**config.mk**
```make
export PLATFORM = sky130hd
export DESIGN_NAME = axil_tlk_reg_bridge
export DESIGN_NICKNAME = d
export VERILOG_FILES = /design/src/rtl/tlk_reg_pkg.sv /design/src/rtl/axil_tlk_reg_bridge.sv
export SDC_FILE = /design/constraint.sdc
export NUM_CORES = 1
export LEC_CHECK = 0
export BUFFER_PORTS_ARGS = -buffer_cell sky130_fd_sc_hd__buf_4
export CAP_MARGIN = 20
export CELL_PAD_IN_SITES_DETAIL_PLACEMENT = 0
export CELL_PAD_IN_SITES_GLOBAL_PLACEMENT = 2
export CORE_ASPECT_RATIO = 0.7
export CORE_MARGIN = 2
export CORE_UTILIZATION = 28
export DETAILED_ROUTE_END_ITERATION = 10
export GPL_ROUTABILITY_DRIVEN = 0
export HOLD_SLACK_MARGIN = 0.05
export PLACE_DENSITY = 0.81
export REMOVE_ABC_BUFFERS = 1
export SYNTH_ARGS = -nofsm -noshare
export SYNTH_HDL_FRONTEND = slang
export SYNTH_SLANG_ARGS = --single-unit
```
**constraint.sdc**
```tcl
create_clock -name ps_clk -period 2.35 [get_ports ps_clk]
set_clock_uncertainty 0.1 [all_clocks]
set_input_delay 0.1175 -clock ps_clk [delete_from_list [all_inputs] [get_ports ps_clk]]
set_output_delay 0.1175 -clock ps_clk [all_outputs]
set_load 0.01 [all_outputs]
```
**src/rtl/tlk_reg_pkg.sv**
```systemverilog
// ----------------------------------------------------------------------------
// tlk_reg_pkg
// Shared definitions for the TLK2711 register bus: AXI response codes, the
// bridge FSM state encoding and the default register-bus widths used by the
// bridge and the register-bus slaves.
// ----------------------------------------------------------------------------
package tlk_reg_pkg;

    localparam int TLK_REG_ADDR_WIDTH = 16;
    localparam int TLK_REG_DATA_WIDTH = 64;

    localparam logic [1:0] RESP_OKAY   = 2'b00;
    localparam logic [1:0] RESP_SLVERR = 2'b10;

    typedef enum logic [2:0] {
        ST_IDLE      = 3'd0,
        ST_WR_ACCEPT = 3'd1,
        ST_WR_RESP   = 3'd2,
        ST_RD_WAIT   = 3'd3,
        ST_RD_RESP   = 3'd4
    } bridge_state_t;

endpackage

```
**src/rtl/axil_tlk_reg_bridge.sv**
```systemverilog
// ----------------------------------------------------------------------------
// axil_tlk_reg_bridge
// AXI4-Lite slave converting PS register accesses into single-cycle register
// bus strobes for the dual-TLK2711 wrapper. One access in flight at a time;
// reads and writes are serialised with a round-robin pointer on contention.
//
// Ports:
//   ps_clk, ps_rst_n        clock, asynchronous active-low reset
//   s_axil_aw*/w*/b*        AXI4-Lite write channels
//   s_axil_ar*/r*           AXI4-Lite read channels
//   o_reg_wen/waddr/wdata   one-cycle register-bus write strobe + payload
//   o_reg_ren/raddr         one-cycle register-bus read strobe + address
//   i_reg_rdata             OR-combined read data, valid RD_LATENCY cycles
//                           after o_reg_ren
// ----------------------------------------------------------------------------
module axil_tlk_reg_bridge
    import tlk_reg_pkg::*;
#(
    parameter int AXI_ADDR_WIDTH = 32,
    parameter int REG_ADDR_WIDTH = TLK_REG_ADDR_WIDTH,
    parameter int REG_DATA_WIDTH = TLK_REG_DATA_WIDTH,
    parameter int RD_LATENCY     = 2
)(
    input  logic                        ps_clk,
    input  logic                        ps_rst_n,
    input  logic [AXI_ADDR_WIDTH-1:0]   s_axil_awaddr,
    input  logic                        s_axil_awvalid,
    output logic                        s_axil_awready,
    input  logic [REG_DATA_WIDTH-1:0]   s_axil_wdata,
    input  logic [REG_DATA_WIDTH/8-1:0] s_axil_wstrb,
    input  logic                        s_axil_wvalid,
    output logic                        s_axil_wready,
    output logic [1:0]                  s_axil_bresp,
    output logic                        s_axil_bvalid,
    input  logic                        s_axil_bready,
    input  logic [AXI_ADDR_WIDTH-1:0]   s_axil_araddr,
    input  logic                        s_axil_arvalid,
    output logic                        s_axil_arready,
    output logic [REG_DATA_WIDTH-1:0]   s_axil_rdata,
    output logic [1:0]                  s_axil_rresp,
    output logic                        s_axil_rvalid,
    input  logic                        s_axil_rready,
    output logic                        o_reg_wen,
    output logic [REG_ADDR_WIDTH-1:0]   o_reg_waddr,
    output logic [REG_DATA_WIDTH-1:0]   o_reg_wdata,
    output logic                        o_reg_ren,
    output logic [REG_ADDR_WIDTH-1:0]   o_reg_raddr,
    input  logic [REG_DATA_WIDTH-1:0]   i_reg_rdata
);

    bridge_state_t               r_state, w_state_nxt;
    logic                        r_ptr_wr;      // 1: write wins on contention
    logic                        r_aw_held, r_w_held;
    logic                        r_aw_err, r_w_err;
    logic [REG_ADDR_WIDTH-1:0]   r_awaddr;
    logic [REG_DATA_WIDTH-1:0]   r_wdata;
    logic [2:0]                  r_rd_cnt;

    logic w_awready, w_wready, w_arready, w_issue_wr;
    logic w_wr_win, w_rd_win, w_ar_misalign;
    logic w_aw_hs, w_w_hs, w_ar_hs, w_b_hs, w_r_hs;
    logic w_unused_addr;

    // Address bits above the register-bus width are deliberately ignored.
    assign w_unused_addr = ^{s_axil_awaddr, s_axil_araddr};

    assign w_wr_win      = (s_axil_awvalid | s_axil_wvalid) & (~s_axil_arvalid | r_ptr_wr);
    assign w_rd_win      = s_axil_arvalid & ~(s_axil_awvalid | s_axil_wvalid) |
                           s_axil_arvalid & ~r_ptr_wr;
    assign w_ar_misalign = |s_axil_araddr[2:0];

    // Readies are combinational from state; gate with reset so they read 0
    // while reset is asserted even if a master is already presenting valid.
    assign s_axil_awready = w_awready & ps_rst_n;
    assign s_axil_wready  = w_wready  & ps_rst_n;
    assign s_axil_arready = w_arready & ps_rst_n;

    assign w_aw_hs = s_axil_awvalid & s_axil_awready;
    assign w_w_hs  = s_axil_wvalid  & s_axil_wready;
    assign w_ar_hs = s_axil_arvalid & s_axil_arready;
    assign w_b_hs  = s_axil_bvalid  & s_axil_bready;
    assign w_r_hs  = s_axil_rvalid  & s_axil_rready;

    always_ff @(posedge ps_clk or negedge ps_rst_n) begin
        if (!ps_rst_n) r_state <= ST_IDLE;
        else           r_state <= w_state_nxt;
    end

    always_comb begin
        w_state_nxt = r_state;
        w_awready   = 1'b0;
        w_wready    = 1'b0;
        w_arready   = 1'b0;
        w_issue_wr  = 1'b0;
        case (r_state)
            ST_IDLE: begin
                if (w_wr_win) begin
                    w_awready   = 1'b1;
                    w_wready    = 1'b1;
                    w_state_nxt = ST_WR_ACCEPT;
                end else if (w_rd_win) begin
                    w_arready   = 1'b1;
                    w_state_nxt = w_ar_misalign ? ST_RD_RESP : ST_RD_WAIT;
                end
            end
            ST_WR_ACCEPT: begin
                if (r_aw_held && r_w_held) begin
                    w_issue_wr  = 1'b1;
                    w_state_nxt = ST_WR_RESP;
                end else begin
                    w_awready = ~r_aw_held;
                    w_wready  = ~r_w_held;
                end
            end
            ST_WR_RESP: if (w_b_hs) w_state_nxt = ST_IDLE;
            ST_RD_WAIT: if (r_rd_cnt == 3'd0) w_state_nxt = ST_RD_RESP;
            ST_RD_RESP: if (w_r_hs) w_state_nxt = ST_IDLE;
            default:    w_state_nxt = ST_IDLE;
        endcase
    end

    always_ff @(posedge ps_clk or negedge ps_rst_n) begin
        if (!ps_rst_n) begin
            r_ptr_wr      <= 1'b1;
            r_aw_held     <= 1'b0;
            r_w_held      <= 1'b0;
            r_aw_err      <= 1'b0;
            r_w_err       <= 1'b0;
            r_awaddr      <= '0;
            r_wdata       <= '0;
            r_rd_cnt      <= '0;
            s_axil_bresp  <= RESP_OKAY;
            s_axil_bvalid <= 1'b0;
            s_axil_rdata  <= '0;
            s_axil_rresp  <= RESP_OKAY;
            s_axil_rvalid <= 1'b0;
            o_reg_wen     <= 1'b0;
            o_reg_waddr   <= '0;
            o_reg_wdata   <= '0;
            o_reg_ren     <= 1'b0;
            o_reg_raddr   <= '0;
        end else begin
            o_reg_wen <= 1'b0;
            o_reg_ren <= 1'b0;

            if (w_aw_hs) begin
                r_aw_held <= 1'b1;
                r_awaddr  <= s_axil_awaddr[REG_ADDR_WIDTH-1:0];
                r_aw_err  <= |s_axil_awaddr[2:0];
            end
            if (w_w_hs) begin
                r_w_held <= 1'b1;
                r_wdata  <= s_axil_wdata;
                r_w_err  <= (s_axil_wstrb != '1);
            end

            // Both beats held: strobe (unless faulty) and raise bvalid together.
            if (w_issue_wr) begin
                r_aw_held     <= 1'b0;
                r_w_held      <= 1'b0;
                s_axil_bvalid <= 1'b1;
                if (r_aw_err || r_w_err) begin
                    s_axil_bresp <= RESP_SLVERR;
                end else begin
                    s_axil_bresp <= RESP_OKAY;
                    o_reg_wen    <= 1'b1;
                    o_reg_waddr  <= r_awaddr;
                    o_reg_wdata  <= r_wdata;
                end
            end

            if (w_ar_hs) begin
                if (w_ar_misalign) begin
                    s_axil_rvalid <= 1'b1;
                    s_axil_rresp  <= RESP_SLVERR;
                    s_axil_rdata  <= '0;
                end else begin
                    o_reg_ren   <= 1'b1;
                    o_reg_raddr <= s_axil_araddr[REG_ADDR_WIDTH-1:0];
                    r_rd_cnt    <= 3'(RD_LATENCY);
                end
            end

            // Counter reaches 0 in the cycle the slaves present their data.
            if (r_state == ST_RD_WAIT) begin
                if (r_rd_cnt == 3'd0) begin
                    s_axil_rdata  <= i_reg_rdata;
                    s_axil_rresp  <= RESP_OKAY;
                    s_axil_rvalid <= 1'b1;
                end else begin
                    r_rd_cnt <= r_rd_cnt - 3'd1;
                end
            end

            if (w_b_hs) begin
                s_axil_bvalid <= 1'b0;
                r_ptr_wr      <= ~r_ptr_wr;
            end
            if (w_r_hs) begin
                s_axil_rvalid <= 1'b0;
                r_ptr_wr      <= ~r_ptr_wr;
            end
        end
    end

endmodule

```
==> impl_metrics.tcl <==
set metrics [dict create \
    layout_common_cells "356 x buf_4, 257 x dfrtp_1, 170 x dlygate4sd3_1" \
    viasPerCell 4.33 \
    worstSetupEndpointType "register" \
    yosys_warnings 0 \
    setup_tns_ps 0 \
    drt.antenna.violating_nets 0 \
    p_per_area_nw_per_um2 918 \
    postLayoutCoreUtil 0.451 \
    io_buffer_count 344 \
    cts.clk_slew.worst_paths_ps 60 \
    grt-ovfl-total 0 \
    fmax_mhz 457 \
    max-slew-margin-rel 0.293 \
    clockBufferDepth 3 \
    hpwl_mm 17.0 \
    grt_pass1_vias 7515 \
    layout_commonest_cell "buf_4" \
    initial_core_util 0.283 \
    crit_path_start_kind "register" \
    die-width_um 227 \
    cts_buffers 28 \
    dp_cells 1415 \
    via_count 7075 \
    clk_latency_ps 540 \
    postSynthAreaPerCell_um2 15.9 \
    async_flop_share 1.00 \
    final-setup-viol-count 0 \
    instances_no_fill 1633 \
    rows 57 \
    critPathBufInv 2 \
    antenna_cells 0 \
    hold_path.class "in -> async" \
    cts_max_level 1 \
    antenna_found_initial 0 \
    rsz0062_at_grt "false" \
    drv_cap 0 \
    design_area_um2 15600 \
    grt_start_max_net_pins 160 \
    drive_gt1_frac 0.504 \
    placed_area_um2 13000 \
    path_delay_family "simple AND/OR/NAND/NOR gates" \
    worstMarginPinSlew_ps 1060 \
    slowest_stage "dfrtp_1" \
    critPathMaxStageDelay_ps 370 \
    wl_mm 26.3 \
    p_leak_nw 7.76 \
    cp_max_fo 31 \
    dieArea_um2 36500 \
    syn_to_final_growth_pct 59.3 \
    final_max_slew_viol_count 0 \
    ys_seq_area_frac 0.660 \
    grt_use_total 0.144 \
    synth.distinct_cells 44 \
    drt_iter0_markers 339 \
    cts_sinks 258 \
    cts-resized-gates 0 \
    synth_seq_cells 258 \
    post-route-period-util 0.932 \
    post_drt_wl_per_cell_um 16.1 \
    cts_tree "built" \
    core-area_um2 34500 \
    ir_drop_v 0.000536 \
    drc 0 \
    place_ws_ps 136 \
    worstSetupPathType "reg -> reg" \
    crit_chain "or2_1 > or2_4 > or3_1 > clkinv_4 > buf_12 > mux2_2" \
    hold_violations 0 \
    netlist_instances 615 \
    syn_area_um2 9780 \
    dr.pass1.iters 4 \
    die_h_um 160 \
    num_io_pins 378 \
    grt_pass1_wl_mm 42.0 \
    final_nets 1352 \
    synth-edff-count 0 \
    arrival_ps 2510 \
    period_needed_ps 2190 \
    outcome "completed" \
    root_buffer "clkbuf_16" \
    crit_required_ps 2670 \
    setup_ws_ps 161 \
    cts_setup_buffers 0 \
    synthFlopType "dfrtp_1" \
]
synth_stat cells, types with 2 or more instances:
cell / number / share of area
a22o_1: 64 / 0.057
mux2i_1: 4 / 0.0041
and3_1: 2 / 0.0013
nor2_1: 4 / 0.0015
and2_1: 2 / 0.0013
buf_12: 3 / 0.0061
a2111oi_0: 2 / 0.0018
nand2_1: 12 / 0.0046
dfrtp_1: 257 / 0.66
mux2_2: 154 / 0.18
buf_4: 6 / 0.0046
inv_1: 6 / 0.0023
o31ai_1: 2 / 0.0015
or3_1: 4 / 0.0026
buf_2: 10 / 0.0051
nand2b_1: 3 / 0.0019
a21oi_1: 6 / 0.0031
o21ai_0: 7 / 0.0036
ha_1: 2 / 0.0026
nor2b_1: 5 / 0.0032
clkbuf_1: 12 / 0.0046
nand4_1: 4 / 0.0026
buf_1: 4 / 0.0015
mux2_4: 20 / 0.031
worst min-delay path, cell delays in order:
cell and delay, ps:
dlygate4sd3_1 570, buf_8 120, buf_4 420
path summary, 6_finish.rpt:
| kind | start | end | slack [ps] | cells past startpoint |
|---|---|---|---|---|
| worst min-delay path | ps_rst_n | r_state[0]$_DFFE_PN0P_ | 170 | 3 |
| min in group ps_clk | s_axil_araddr[1] | o_reg_ren$_DFF_PN0_ | 180 | 4 |
| worst max-delay path | r_state[2]$_DFFE_PN0P_ | o_reg_wdata[62]$_DFFE_PN0P_ | 160 | 6 |
| max in group asynchronous | ps_rst_n | o_reg_wdata[29]$_DFFE_PN0P_ | 620 | 4 |
| worst min register to register | r_rd_cnt[0]$_DFF_PN0_ | r_rd_cnt[0]$_DFF_PN0_ | 400 | 1 |
| worst max register to register | r_state[2]$_DFFE_PN0P_ | o_reg_wdata[62]$_DFFE_PN0P_ | 160 | 6 |
layer usage:
layer | up-vias | part of all wire | track usage
met5 | - | 0 | 0
met2 | 162 | 0.48 | 0.232
met4 | 0 | 0.021 | 0.0321
met1 | 3589 | 0.44 | 0.191
met3 | 39 | 0.060 | 0.0415
li1 | 3285 | - | -
power breakdown:
part           total (W)  switching, W  internal (W)
sequential       0.00635      0.000654       0.00569
clock            0.00430       0.00175       0.00255
combinational    0.00364       0.00147       0.00217
cell type report:
cell class	instances	area, µm²
fillers	3189	18900
flip-flops and latches	258	6460
repair buffers	533	4510
multi-input cells	315	3100
clock buffers	39	793
well taps	472	591
clock inverters	9	95.1
inverters	7	31.3
logic make-up (layout without fill, tap and decap cells):
logic type,Yosys count,after routing,synth area share
muxes,178,178,0.212
adders and majority gates,2,2,0.00256
buffers and inverters,42,588,0.0252
DFF,258,258,0.660
and+or+nand+nor,46,46,0.0264
other,1,1,0.000384
xor gates and xnor gates,1,1,0.000896
AOI/OAI and AO/OA,87,87,0.0720
through the flow:
step / hold slack [ps] / total power [W]
2_1_floorplan: -278 / 0.00817
3_3_place_gp: -190 / 0.00972
3_5_place_dp: -188 / 0.00984
4_1_cts: 158 / 0.0145
5_1_grt: 183 / 0.0151
6_report: 167 / 0.0143
sequential cells by signal, summed over array words and instances (netlist names), 2 cells and up:
register and count:
r_rd_cnt 3, r_awaddr 16, o_reg_waddr 16, s_axil_rdata 64
o_reg_wdata 64, r_wdata 64, o_reg_raddr 16, r_state 3
s_axil_rresp 2
what timing repair did:
| item | in CTS | in global routing |
|---|---|---|
| hold buffers | 170 | 0 |
| endpoints found under the hold margin | 206 | 0 |
| setup endpoints to repair | 0 | 0 |
Note: power is estimated with default switching activity, not from simulation.
